### config.mk
export PLATFORM = sky130hd
export DESIGN_NAME = dirctrl
export DESIGN_NICKNAME = d
export VERILOG_FILES = /design/src/rtl/dirctrl.sv
export SDC_FILE = /design/constraint.sdc
export NUM_CORES = 1
export LEC_CHECK = 0
export ABC_AREA = 1
export CAP_MARGIN = 20
export CORE_ASPECT_RATIO = 1.1
export CORE_UTILIZATION = 39
export DETAILED_ROUTE_END_ITERATION = 8
export HOLD_SLACK_MARGIN = 0.08
export PLACE_DENSITY = 0.82
export SETUP_SLACK_MARGIN = 0.02
export SLEW_MARGIN = 10
export SYNTH_ARGS = -nofsm -noshare
export SYNTH_HDL_FRONTEND = slang
export SYNTH_SLANG_ARGS = --single-unit
### constraint.sdc
create_clock -name clk -period 1.8 [get_ports clk]
set_input_delay 0.27 -clock clk [delete_from_list [all_inputs] [get_ports clk]]
set_output_delay 0.27 -clock clk [all_outputs]
set_load 0.03 [all_outputs]
### src/rtl/dirctrl.sv
// Direction/speed controller: decodes a 3-bit drive command into a pair of
// opposing signed motor set-points, registered with one clock of latency.
module dirctrl #(
    parameter int WIDTH    = 16,
    parameter int SPD_LOW  = 102,
    parameter int SPD_MID  = 218,
    parameter int SPD_HIGH = 402
) (
    input  logic             clk,
    input  logic             resetn,
    input  logic [2:0]       cmds,
    output logic [WIDTH-1:0] left_frwd,
    output logic [WIDTH-1:0] right_back
);

    logic [WIDTH-1:0] mag;
    logic [WIDTH-1:0] neg_mag;
    logic [WIDTH-1:0] left_next;
    logic [WIDTH-1:0] right_next;
    logic [WIDTH-1:0] left_reg;
    logic [WIDTH-1:0] right_reg;

    always_comb begin
        mag = '0;
        case (cmds[1:0])
            2'b00:   mag = '0;
            2'b01:   mag = WIDTH'(SPD_LOW);
            2'b10:   mag = WIDTH'(SPD_MID);
            default: mag = WIDTH'(SPD_HIGH);
        endcase
    end

    // Two's complement of zero wraps back to zero, so speed 0 needs no special case.
    assign neg_mag = ~mag + WIDTH'(1);

    always_comb begin
        left_next  = neg_mag;
        right_next = mag;
        if (cmds[2]) begin
            left_next  = mag;
            right_next = neg_mag;
        end
    end

    always_ff @(posedge clk or negedge resetn) begin
        if (!resetn) begin
            left_reg  <= '0;
            right_reg <= '0;
        end else begin
            left_reg  <= left_next;
            right_reg <= right_next;
        end
    end

    assign left_frwd  = left_reg;
    assign right_back = right_reg;

endmodule

==> results.sh, run 1 <==
export IMPL_status="finished clean"
export IMPL_leakage_nw=0.413
export IMPL_p_int_uw=459
export IMPL_yosys_warnings=0
export IMPL_ys_ff_latch=11
export IMPL_ys_seq_area_frac=0.423
export IMPL_grt_setup_unrepaired="false"
export IMPL_ir_worst_vdd_mv=0.233
export IMPL_seqCellArea_sq_um=275
export IMPL_die_area_sq_um=1840
export IMPL_syn_area_sq_um=651
export IMPL_synthXorXnorAreaFrac=0
export IMPL_vias=468
export IMPL_cellPowerDensity_nw_per_um2=804
export IMPL_synth_top_family_by_area="buffers and inverters"
export IMPL_cts_tree="built"
export IMPL_grt_usage=0.120
export IMPL_endpoint_kind="primary output"
export IMPL_pin_count=37
export IMPL_setup_tns_ns=0
export IMPL_holdCritPathClass="input pin to asynchronous set/reset pin"
export IMPL_clkSinkCount=11
export IMPL_drive_above_1_share=0.0909
export IMPL_initial_utilization=0.418
export IMPL_crit_fanout=7
export IMPL_antenna_found_initial=0
export IMPL_sw_frac_of_total=0.346
export IMPL_initialDrtViolationCount=10
export IMPL_nNetsFinal=99
export IMPL_max_freq_mhz=603
export IMPL_area_growth_pct=34.2
export IMPL_ctsResizeCount=0
export IMPL_clockPowerShare=0.218
export IMPL_diodes=0
export IMPL_period_minus_slack_ns=1.66
export IMPL_htreeDepth=1
export IMPL_synthAdderAreaFrac=0.0962
export IMPL_num_rows=15
export IMPL_clockBufferDepth=2
export IMPL_cts_hold_buf=0
export IMPL_vias_per_cell=4.46
export IMPL_grt_max_degree=12
export IMPL_grt_pass1_vias=388
export IMPL_core_area_sq_um=1560
export IMPL_drc=0
export IMPL_power_switching_uw=243
export IMPL_crit_arrival_ns=1.39
export IMPL_antenna_violating_nets_post_route=0
export IMPL_cp_cell_sequence="clkdlybuf4s50_1"
export IMPL_path_buf_inv=1
export IMPL_die_h_um=44.8
export IMPL_port_buffers=34
export IMPL_syn_area_per_cell_sq_um=9.16
export IMPL_drt_pre_antenna_iters=3
export IMPL_fillers=139
export IMPL_grt_ovfl_total=0
export IMPL_wire_per_inst_um=9.36
export IMPL_synth_cell_types=13
export IMPL_synth_compound_area_frac=0.0231
export IMPL_cts_buffers=3
export IMPL_slowest_stage="clkdlybuf4s50_1"
export IMPL_die_w_um=40.9
export IMPL_setup_ws_ns=0.140
export IMPL_place_ws_ns=0.277
export IMPL_max_cap_violations=0
export IMPL_synthSimpleGateAreaFrac=0.144
export IMPL_start_kind="flip-flop"
export IMPL_totalWireLength_um=983
export IMPL_required_ns=1.53
export IMPL_cts_setup_buffers=0
export IMPL_crit_type="flip-flop to primary output"
export IMPL_grt_pass1_wl_um=1460
export IMPL_slew_violations=0
export IMPL_root_buffer="clkbuf_4"
export IMPL_final_common_cell="clkdlybuf4s50_1"
export IMPL_clkTransAtPathRegs_ns=0.06
export IMPL_setup_viol=0
export IMPL_multi_input_area_sq_um=179
export IMPL_period_share=0.922
export IMPL_gp_congestion=0.844
export IMPL_layout_common_cells="34 x clkdlybuf4s50_1, 13 x nand2_1, 11 x dfrtp_1"
export IMPL_p_comb_frac=0.385
export IMPL_hold_viol=0
export IMPL_critPathTopFamily="buffers and inverters"
export IMPL_critPathMaxStageDelay_ns=0.71
export IMPL_syn_instance_count=71
export IMPL_synth_mux_area_frac=0
export IMPL_seqPwrFrac=0.397
==> layer usage <==
metal / track usage / part of all wire / vias to the layer above
met5: 0 / 0 / -
met4: 0.120 / 0.014 / 0
met3: 0 / 0.14 / 2
met2: 0.219 / 0.52 / 33
met1: 0.109 / 0.32 / 207
li1: - / - / 226
==> area by class of cell <==
class | instances | area share
Inverter | 7 | 0.0358
Clock buffer | 4 | 0.0301
Tap cell | 17 | 0.0244
Sequential cell | 11 | 0.315
Timing Repair Buffer | 34 | 0.390
Multi-Input combinational cell | 32 | 0.205
==> power by group through the flow <==
stage	Sequential [mW]	Clock (mW)	Combinational, mW
final	0.279	0.153	0.270
after global routing	0.282	0.175	0.289
after CTS	0.280	0.158	0.272
after detailed placement	0.284	0	0.272
after global placement	0.283	0	0.268
after floorplan	0.326	0	0.156
==> cells in the mapped netlist <==
master | instances | area share
buf_4 | 21 | 0.24
buf_6 | 1 | 0.017
conb_1 | 1 | 0.0058
dfrtp_1 | 11 | 0.42
ha_1 | 5 | 0.096
inv_1 | 4 | 0.023
inv_2 | 2 | 0.012
inv_6 | 1 | 0.013
nand2_1 | 13 | 0.075
nand2_2 | 2 | 0.019
nand3_1 | 5 | 0.038
nor2_1 | 2 | 0.012
o21ai_1 | 3 | 0.023
==> kinds of logic after synthesis <==
kind of cell,count (synthesis)
buf+inv,29
simple gates,22
flops,11
fa+ha+maj,5
compound gates,3
other cells,1
==> registers in the layout (all words and copies together), names as in the netlist <==
name / count
left_frwd: 6
right_back: 5
==> path summary, 6_finish.rpt <==
check | depth (start not counted) | end | startpoint
setup / recovery | 1 | right_back[11] | right_back[13]$_DFF_PN0_
hold / removal | 1 | right_back[1]$_DFF_PN0_ | resetn
max in group asynchronous | 1 | right_back[2]$_DFF_PN0_ | resetn
min in group clk | 2 | left_frwd[14]$_DFF_PN0_ | cmds[2]
==> through the flow <==
stage	total power, mW	hold slack (ns)	utilization	cell area [sq um]	instances
global placement	0.550	0.608	0.544	847	101
finish	0.702	0.324	0.561	873	105
floorplan	0.482	-0.0256	-	654	72
CTS	0.709	0.337	0.561	873	105
global route	0.746	0.346	0.561	873	105
detailed placement	0.556	0.606	0.544	847	101
(Power assumes the default switching activity.)
==> inputs of run 2 (changes only) <==
--- a/config.mk
+++ b/config.mk
@@ -9,11 +9,13 @@
 export CAP_MARGIN = 20
 export CORE_ASPECT_RATIO = 1.1
 export CORE_UTILIZATION = 39
+export CTS_CLUSTER_DIAMETER = 50
 export DETAILED_ROUTE_END_ITERATION = 8
 export HOLD_SLACK_MARGIN = 0.08
 export PLACE_DENSITY = 0.82
+export REMOVE_ABC_BUFFERS = 1
 export SETUP_SLACK_MARGIN = 0.02
-export SLEW_MARGIN = 10
+export SLEW_MARGIN = 20
 export SYNTH_ARGS = -nofsm -noshare
 export SYNTH_HDL_FRONTEND = slang
 export SYNTH_SLANG_ARGS = --single-unit
==> results.sh, run 2 (synthesis results as in run 1) <==
export IMPL_status="finished clean"
export IMPL_ctsResizeCount=0
export IMPL_slew_violations=0
export IMPL_die_w_um=40.9
export IMPL_seqPwrFrac=0.392
export IMPL_cts_tree="built"
export IMPL_period_minus_slack_ns=1.67
export IMPL_max_cap_violations=0
export IMPL_required_ns=1.53
export IMPL_drc=0
export IMPL_hold_viol=0
export IMPL_sw_frac_of_total=0.354
export IMPL_ir_worst_vdd_mv=0.327
export IMPL_critPathTopFamily="buffers and inverters"
export IMPL_nNetsFinal=99
export IMPL_critPathMaxStageDelay_ns=0.71
export IMPL_slowest_stage="clkdlybuf4s50_1"
export IMPL_vias_per_cell=4.37
export IMPL_fin_total_pwr_uw=712
export IMPL_path_buf_inv=1
export IMPL_dp_cells=101
export IMPL_cp_cell_sequence="clkdlybuf4s50_1"
export IMPL_drt_pre_antenna_iters=4
export IMPL_die_area_sq_um=1840
export IMPL_setup_tns_ns=0
export IMPL_grt_ovfl_total=0
export IMPL_setup_ws_ns=0.125
export IMPL_p_comb_frac=0.381
export IMPL_max_freq_mhz=597
export IMPL_pin_count=37
export IMPL_multi_input_area_sq_um=179
export IMPL_core_area_sq_um=1560
export IMPL_seqCellArea_sq_um=275
export IMPL_wire_per_inst_um=9.58
export IMPL_crit_fanout=7
export IMPL_setup_viol=0
export IMPL_antenna_found_initial=0
export IMPL_drive_above_1_share=0.0909
export IMPL_root_buffer="clkbuf_4"
export IMPL_initial_utilization=0.418
export IMPL_clkSinkCount=11
export IMPL_totalWireLength_um=1010
export IMPL_clockPowerShare=0.227
export IMPL_grt_pass1_wl_um=1570
export IMPL_port_buffers=34
export IMPL_htreeDepth=1
export IMPL_die_h_um=44.8
export IMPL_grt_usage=0.127
export IMPL_clkTransAtPathRegs_ns=0.06
export IMPL_area_growth_pct=34.2
export IMPL_cts_hold_buf=0
export IMPL_num_rows=15
export IMPL_leakage_nw=0.413
export IMPL_grt_pass1_vias=404
export IMPL_final_cells=105
export IMPL_clockBufferDepth=2
export IMPL_largest_register_ffs=6
export IMPL_cellPowerDensity_nw_per_um2=815
export IMPL_fin_util=0.561
export IMPL_p_int_uw=460
export IMPL_fillers=139
export IMPL_diodes=0
export IMPL_holdCritPathClass="input pin to asynchronous set/reset pin"
export IMPL_crit_type="flip-flop to primary output"
export IMPL_final_common_cell="clkdlybuf4s50_1"
export IMPL_endpoint_kind="primary output"
export IMPL_antenna_violating_nets_post_route=0
export IMPL_grt_max_degree=12
export IMPL_initialDrtViolationCount=13
export IMPL_vias=459
export IMPL_gp_congestion=0.821
export IMPL_dpl_hpwl_um=859
export IMPL_crit_arrival_ns=1.40
export IMPL_start_kind="flip-flop"
export IMPL_period_share=0.931
export IMPL_place_ws_ns=0.262
export IMPL_power_switching_uw=252
export IMPL_cts_setup_buffers=0
export IMPL_cts_buffers=3
export IMPL_grt_setup_unrepaired="false"
export IMPL_layout_common_cells="34 x clkdlybuf4s50_1, 13 x nand2_1, 11 x dfrtp_1"
[run 2: cell counts in the layout (fill, tap and decap cells not counted)]
No cell type changed its count.
[run 2: stage by stage]
stage,hold slack (ns),cell area (sq um)
floorplan,-0.0256,485
global placement,0.610,847
detailed placement,0.616,847
CTS,0.333,873
global route,0.360,873
finish,0.321,873
[run 2: path summary, 6_finish.rpt]
kind,cells after the start,slack [ns],from,endpoint
max,1,0.13,right_back[13]$_DFF_PN0_,right_back[9]
min,1,0.32,resetn,right_back[3]$_DFF_PN0_
max in group asynchronous,1,1.17,resetn,left_frwd[14]$_DFF_PN0_
min in group clk,2,0.81,cmds[2],left_frwd[14]$_DFF_PN0_
[run 2: routing by layer]
metal  vias to the layer above  part of all wire  global-route usage
met5                         -                 0                   0
met4                         0             0.016              0.0800
met3                         3             0.047              0.0296
met2                        22              0.56               0.200
met1                       207              0.37               0.149
li1                        227                 -                   -
[run 2: power by group through the flow]
stage | Sequential [mW] | Clock, mW | Combinational, mW
after global routing | 0.282 | 0.179 | 0.287
after CTS | 0.280 | 0.165 | 0.272
after global placement | 0.282 | 0 | 0.269
after detailed placement | 0.284 | 0 | 0.272
final | 0.279 | 0.162 | 0.271
after floorplan | 0.390 | 0 | 0.0389
[run 2: area by class of cell]
| type | count | area share |
|---|---|---|
| Sequential cell | 11 | 0.315 |
| Clock buffer | 4 | 0.0301 |
| Timing Repair Buffer | 34 | 0.390 |
| Inverter | 7 | 0.0358 |
| Multi-Input combinational cell | 32 | 0.205 |
| Tap cell | 17 | 0.0244 |
==> inputs of run 3 (changes only) <==
--- a/config.mk
+++ b/config.mk
@@ -15,6 +15,7 @@
 export PLACE_DENSITY = 0.82
 export REMOVE_ABC_BUFFERS = 1
 export SETUP_SLACK_MARGIN = 0.02
+export SKIP_CTS_REPAIR_TIMING = 1
 export SLEW_MARGIN = 20
 export SYNTH_ARGS = -nofsm -noshare
 export SYNTH_HDL_FRONTEND = slang
==> results of run 3 <==
No change in the layout: final DEF, timing and power equal those of run 2.
